`config.mk`:
```
export PLATFORM = sky130hd
export DESIGN_NAME = vga_fb_arbiter
export DESIGN_NICKNAME = d
export VERILOG_FILES = /design/src/rtl/vga_fb_arbiter.sv
export SDC_FILE = /design/constraint.sdc
export NUM_CORES = 1
export LEC_CHECK = 0
export ABC_AREA = 1
export BUFFER_PORTS_ARGS = -buffer_cell sky130_fd_sc_hd__buf_4
export CORE_ASPECT_RATIO = 0.8
export CORE_MARGIN = 3
export CORE_UTILIZATION = 44
export DETAILED_ROUTE_END_ITERATION = 12
export PLACE_DENSITY_LB_ADDON = 0.25
export SYNTH_ARGS = -nofsm -noshare
export SYNTH_HDL_FRONTEND = slang
export SYNTH_SLANG_ARGS = --single-unit
```
`constraint.sdc`:
```
create_clock -name clk -period 2.71 [get_ports clk]
set_input_delay 0.271 -clock clk [delete_from_list [all_inputs] [get_ports clk]]
set_output_delay 0.271 -clock clk [all_outputs]
set_load 0.02 [all_outputs]
```
`src/rtl/vga_fb_arbiter.sv`:
```
// Framebuffer RAM arbiter for the VGA path.
// Display scan-out has absolute priority for the single RAM port. Remaining
// cycles are shared round-robin between a write client and a read client.
// Scan-out pixels and read responses both appear two clocks after the access.
module vga_fb_arbiter #(
   parameter int HPOS_WIDTH  = 10,
   parameter int VPOS_WIDTH  = 10,
   parameter int SCALE_SHIFT = 2,
   parameter int FB_W        = 160,
   parameter int FB_H        = 120,
   parameter int ADDR_W      = 15,
   parameter int DATA_W      = 4
) (
   input  logic                  clk,
   input  logic                  rst,
   input  logic                  pix_en,
   input  logic                  display_on,
   input  logic [HPOS_WIDTH-1:0] hpos,
   input  logic [VPOS_WIDTH-1:0] vpos,
   output logic [DATA_W-1:0]     pix_data,
   output logic                  pix_valid,
   input  logic                  wr_valid,
   output logic                  wr_ready,
   input  logic [ADDR_W-1:0]     wr_addr,
   input  logic [DATA_W-1:0]     wr_data,
   input  logic                  rd_valid,
   output logic                  rd_ready,
   input  logic [ADDR_W-1:0]     rd_addr,
   output logic                  rd_resp_valid,
   output logic [DATA_W-1:0]     rd_resp_data,
   output logic                  mem_en,
   output logic                  mem_we,
   output logic [ADDR_W-1:0]     mem_addr,
   output logic [DATA_W-1:0]     mem_wdata,
   input  logic [DATA_W-1:0]     mem_rdata
);

   localparam logic [31:0] FB_PIXELS = 32'(FB_W * FB_H);

   // Handshake: a client holds valid and its payload stable until it sees
   // ready in the same cycle; valid & ready is the transfer. Ready is a pure
   // combinational grant and never depends on anything but this cycle's
   // requests and the last_grant flop. Out-of-range transfers are accepted
   // but do not touch the RAM.

   logic              disp_req;
   logic [ADDR_W-1:0] disp_addr;
   logic              wr_oob;
   logic              rd_oob;
   logic              wr_gnt;
   logic              rd_gnt;

   // last_wr_q = 1 means the write client won the most recent transfer
   logic              last_wr_q, last_wr_d;
   // stage 1: access issued last cycle, RAM data arrives this cycle
   logic              pix_s1_q, pix_s1_d;
   logic              pix_on_s1_q, pix_on_s1_d;
   logic              rd_s1_q, rd_s1_d;
   logic              rd_hit_s1_q, rd_hit_s1_d;
   // stage 2: registered outputs
   logic              pix_valid_q, pix_valid_d;
   logic [DATA_W-1:0] pix_data_q, pix_data_d;
   logic              rd_resp_valid_q, rd_resp_valid_d;
   logic [DATA_W-1:0] rd_resp_data_q, rd_resp_data_d;

   // Request decode: display request, scaled display address, range checks
   always_comb begin
      disp_req  = pix_en & display_on;
      disp_addr = ADDR_W'(32'(vpos >> SCALE_SHIFT) * 32'(FB_W)
                          + 32'(hpos >> SCALE_SHIFT));
      wr_oob    = 32'(wr_addr) >= FB_PIXELS;
      rd_oob    = 32'(rd_addr) >= FB_PIXELS;
   end

   // Client grant: display blocks both; on a tie the client not served last wins
   always_comb begin
      wr_gnt = 1'b0;
      rd_gnt = 1'b0;
      if (!disp_req) begin
         if (wr_valid && rd_valid) begin
            if (last_wr_q) rd_gnt = 1'b1;
            else           wr_gnt = 1'b1;
         end else begin
            wr_gnt = wr_valid;
            rd_gnt = rd_valid;
         end
      end
   end

   // RAM port drive: one access per cycle, address/data forced to 0 when idle
   always_comb begin
      mem_en    = 1'b0;
      mem_we    = 1'b0;
      mem_addr  = '0;
      mem_wdata = '0;
      if (disp_req) begin
         mem_en   = 1'b1;
         mem_addr = disp_addr;
      end else if (wr_gnt && !wr_oob) begin
         mem_en    = 1'b1;
         mem_we    = 1'b1;
         mem_addr  = wr_addr;
         mem_wdata = wr_data;
      end else if (rd_gnt && !rd_oob) begin
         mem_en   = 1'b1;
         mem_addr = rd_addr;
      end
   end

   // Next-state: round-robin pointer and the two-stage response pipes
   always_comb begin
      last_wr_d = last_wr_q;
      if (wr_gnt)      last_wr_d = 1'b1;
      else if (rd_gnt) last_wr_d = 1'b0;

      pix_s1_d    = pix_en;
      pix_on_s1_d = disp_req;
      rd_s1_d     = rd_gnt;
      rd_hit_s1_d = rd_gnt & ~rd_oob;

      pix_valid_d = pix_s1_q;
      pix_data_d  = pix_data_q;
      if (pix_s1_q) pix_data_d = pix_on_s1_q ? mem_rdata : '0;

      rd_resp_valid_d = rd_s1_q;
      rd_resp_data_d  = rd_resp_data_q;
      if (rd_s1_q) rd_resp_data_d = rd_hit_s1_q ? mem_rdata : '0;
   end

   // State registers; reset drops anything in flight
   always_ff @(posedge clk or posedge rst) begin
      if (rst) begin
         last_wr_q       <= 1'b0;
         pix_s1_q        <= 1'b0;
         pix_on_s1_q     <= 1'b0;
         rd_s1_q         <= 1'b0;
         rd_hit_s1_q     <= 1'b0;
         pix_valid_q     <= 1'b0;
         pix_data_q      <= '0;
         rd_resp_valid_q <= 1'b0;
         rd_resp_data_q  <= '0;
      end else begin
         last_wr_q       <= last_wr_d;
         pix_s1_q        <= pix_s1_d;
         pix_on_s1_q     <= pix_on_s1_d;
         rd_s1_q         <= rd_s1_d;
         rd_hit_s1_q     <= rd_hit_s1_d;
         pix_valid_q     <= pix_valid_d;
         pix_data_q      <= pix_data_d;
         rd_resp_valid_q <= rd_resp_valid_d;
         rd_resp_data_q  <= rd_resp_data_d;
      end
   end

   assign wr_ready      = wr_gnt;
   assign rd_ready      = rd_gnt;
   assign pix_valid     = pix_valid_q;
   assign pix_data      = pix_data_q;
   assign rd_resp_valid = rd_resp_valid_q;
   assign rd_resp_data  = rd_resp_data_q;

endmodule

```
==> summary.txt <==
Run
  – Max-Cap Viols: 0

Global routing
  – Vias in the first global route: 1617
  – Pin count of the biggest net entering global routing: 17
  – GRT overflow: 0
  – Gr usage total: 20.70%
  – Initial antenna violation count: 0
  – First-pass GRT wire length: 7.127 mm

Worst setup path
  – Worst EP required: 2440 ps
  – CP max-delay cell: fa_2
  – Crit path cell chain: buf_4 -> ha_4 -> ha_4 -> inv_2 -> fa_2 -> nor2_8 -> nand3_4 -> a21oi_4 -> and2_4 -> nor2_1 -> o21ai_0 -> nand3_1 -> buf_4
  – Worst Path Buf+Inv: 3
  – Delay-heaviest family, CP: adder cells
  – Critical path class: in2out
  – CP Launch Type: input pin
  – Crit Path Max Fanout: 3
  – Worst Path Arrival: 2230 ps
  – Max stage delay on crit path: 490 ps
  – Critical path capture point type: primary output

Finish
  – Final nets: 415
  – Fill cells: 320
  – Multi-input logic area: 1076 sq um
  – Growth of design area from synthesis to finish: 48.89%
  – Design area: 2439 sq um
  – Flip-flop and latch area: 375.4 sq um
  – Share of layout cells above drive strength 1: 38.14%
  – Ant. Diodes: 0

Clock network
  – Clock tree buffer depth: 2
  – TritonCTS buffer count: 3
  – # clock sinks: 15
  – CTS tree: built
  – Postcts setup bufs: 0
  – CTS clk-pin slew, worst paths: 60 ps
  – Cts hold-fix bufs: 0
  – Clock root cell: clkbuf_8
  – H-tree lvl count: 1
  – Worst-Skew Late Latency: 240 ps

Power and ir drop
  – Reg power frac: 27.6%
  – Share of power burned in the clock network: 19.1%
  – Power Density: 376.6 nW/um^2
  – Total power: 918.4 uW
  – Switching share of power: 39.02%
  – P_leak: 1.390 nW
  – Maximum vdd drop: 0.0002146 V
  – Cell Int Power: 560.0 uW
  – Share of power burned in combinational logic: 53.3%
  – Sw Pwr: 358.4 uW

Route
  – DR iter-0 viols: 68
  – Detailed-route wire length per cell: 12.42 um
  – Met3 WL: 475 um
  – Metal2 WL: 2.236 mm
  – Highest routed layer: met4
  – Drt via density: 4.832
  – # DRC: 0
  – Routed Antenna Nets: 0
  – Drt pass-1 iters: 5
  – Met1 wire length: 1.909 mm
  – Routed WL: 4.657 mm
  – Vias: 1812

Timing
  – Clock skew: 2.814 ps
  – Period minus WS final: 2506 ps
  – Slew HR: 63.94%
  – RSZ-0062 raised after global routing: no
  – Hold Slack: 69.54 ps
  – Fin. Hold Viols: 0
  – Count of pins over their slew limit: 0
  – Slew @ Worst Pin: 540.4 ps
  – Period Utilization, post-route: 92.46%
  – Achievable Freq: 0.3991 GHz
  – Final setup viols: 0

Yosys
  – Post-synthesis compound-gate area fraction: 10.70%
  – Synth cell types: 32
  – Cell taking the most area after synthesis: dfrtp_1
  – Mapped Cells: 240
  – Yosys reg bits: 15
  – Post-synthesis sequential area ratio: 22.92%
  – Post-Synth Adder-Cell Area: 13.90%
  – Share of the synthesized area in the top cell type: 22.92%
  – Cell area after synthesis: 1638 sq um
  – Multiplexer share of the synthesized area: 0%
  – Combinational family with the most area after synthesis: simple AND/OR/NAND/NOR gates
  – Synth Area in Simple Gates: 37.05%
  – Synth area leaders: dfrtp_1, nand2_1, ha_1
  – Synth Net Count: 321
  – Xor/xnor share of the synthesized area: 0.5348%
  – Post-Syn Area per Cell: 6.824 sq um
  – Yosys warns: 0

Floorplanning
  – Die Span Y: 60.57 um
  – Cell Rows: 19
  – I/O pins: 97
  – Starting Density: 46.87%
  – Die W: 74.21 um
  – Die area: 4495 sq um
  – Core Area: 3495 sq um

Min path
  – HP Class: in2async

Placement
  – Hpwl dp: 3.909 mm
  – Final GP Congestion: 0.8437
  – Port bufs: 92
  – Area after DPL: 2336 sq um

Outcome
  – Status: finished clean
state kept, by name (all words and copies together), names as in the netlist:
register,cells
pix_data,4
rd_resp_data,4
last_wr_q,1
pix_on_s1_q,1
pix_s1_q,1
pix_valid,1
rd_hit_s1_q,1
rd_resp_valid,1
rd_resp_valid_d,1
cells in the mapped netlist:
library cell / instances
o21ai_0: 5
o21bai_1: 1
or2_1: 1
o21ai_1: 1
dfrtp_1: 15
nand4_1: 4
nand3b_1: 2
nand2_2: 11
a211oi_4: 1
a21oi_2: 2
o211ai_1: 3
and2_1: 1
nand2_4: 2
xor2_1: 1
inv_6: 1
nor2_1: 11
inv_2: 2
fa_1: 2
buf_12: 1
a21oi_1: 4
ha_1: 15
nand2_1: 69
o22ai_1: 8
nand3_1: 20
inv_4: 1
a21o_1: 1
nor2_8: 1
buf_6: 1
nand3_2: 3
nor2_2: 2
inv_1: 47
clkbuf_8: 1
through the flow:
| step | util (%) | setup TNS, ps | setup slack [ps] | cells |
|---|---|---|---|---|
| final | 69.78 | 0 | 204.2 | 375 |
| after global routing | 69.78 | 0 | 68.00 | 375 |
| after CTS | 68.21 | 0 | 0.2716 | 375 |
| after detailed placement | 66.85 | -50.17 | -30.02 | 371 |
| after global placement | 66.85 | 0 | 47.09 | 371 |
| after floorplan | - | 0 | 291.7 | 240 |
power groups by stage:
stage / clock network (mW) / registers [mW] / logic, mW
final: 0.176 / 0.253 / 0.489
after global routing: 0.187 / 0.256 / 0.545
after CTS: 0.179 / 0.254 / 0.475
after detailed placement: 0 / 0.257 / 0.472
after global placement: 0 / 0.257 / 0.466
after floorplan: 0 / 0.270 / 0.273
final timing paths:
| check | start | end | slack (ps) | cells after the start |
|---|---|---|---|---|
| max | vpos[3] | mem_addr[11] | 200 | 13 |
| min | rst | rd_resp_data[0] | 70 | 2 |
| max reg2reg | last_wr_q | rd_hit_s1_q | 1490 | 4 |
| min reg2reg | rd_resp_valid_d | rd_resp_valid | 480 | 0 |
| max in group asynchronous | rst | last_wr_q | 2280 | 2 |
| min in group clk | pix_en | pix_s1_q | 160 | 1 |
per-layer routing:
metal	vias to the layer above	GRT usage [%]
met5	-	0
met4	0	4.569
met3	5	4.305
met2	68	38.13
met1	796	25.13
li1	943	-
area by class of cell:
type	count	share of cell area [%]
timing repair buffer	92	28.32
multi-input combinational	171	44.13
clock buffer	4	1.847
inverter	51	8.158
tap	42	2.155
sequential	15	15.39
kinds of logic (layout without fill, tap and decap cells):
kind of cell / after synthesis / in the layout
buffers and inverters: 54 / 147
AOI/OAI and AO/OA: 26 / 26
DFF: 15 / 15
xor gates and xnor gates: 1 / 1
and+or+nand+nor: 127 / 127
adders and majority gates: 17 / 17
worst reg2reg max path, cell delays in order (launching register included):
cell and delay (ps):
dfrtp_1 380, inv_1 80, a21oi_2 260, nand3_2 150, inv_2 250
placed cells by master, fill, tap and decap left out:
cell type and count:
or2_1 1, o211ai_1 3, o21ai_1 1, a21oi_2 1
xor2_1 1, nand2_1 68, nor2_1 11, a21oi_1 4
inv_1 46, dfrtp_1 15, fa_2 1, and2_4 1
nor2_4 2, nand2_4 2, o22ai_1 8, o21ai_0 5
ha_4 2, nand3_4 1, inv_4 1, nand4_1 4
inv_2 3, a211oi_4 1, buf_4 92, nand3b_1 2
a21oi_4 1, a21o_1 1, o21bai_1 1, clkbuf_8 3
inv_6 1, clkbuf_1 1, nor2_8 1, nand3_2 2
ha_1 13, nand3_1 20, fa_1 1, nand2_2 12
repair_timing:
action,4_1_cts,5_1_grt
pin swaps,0,5
gates resized for setup,1,10
hold endpoints to repair,0,0
gates cloned,0,0
endpoints found under the setup margin,3,4
No activity file was read; power rests on OpenSTA's default activity.
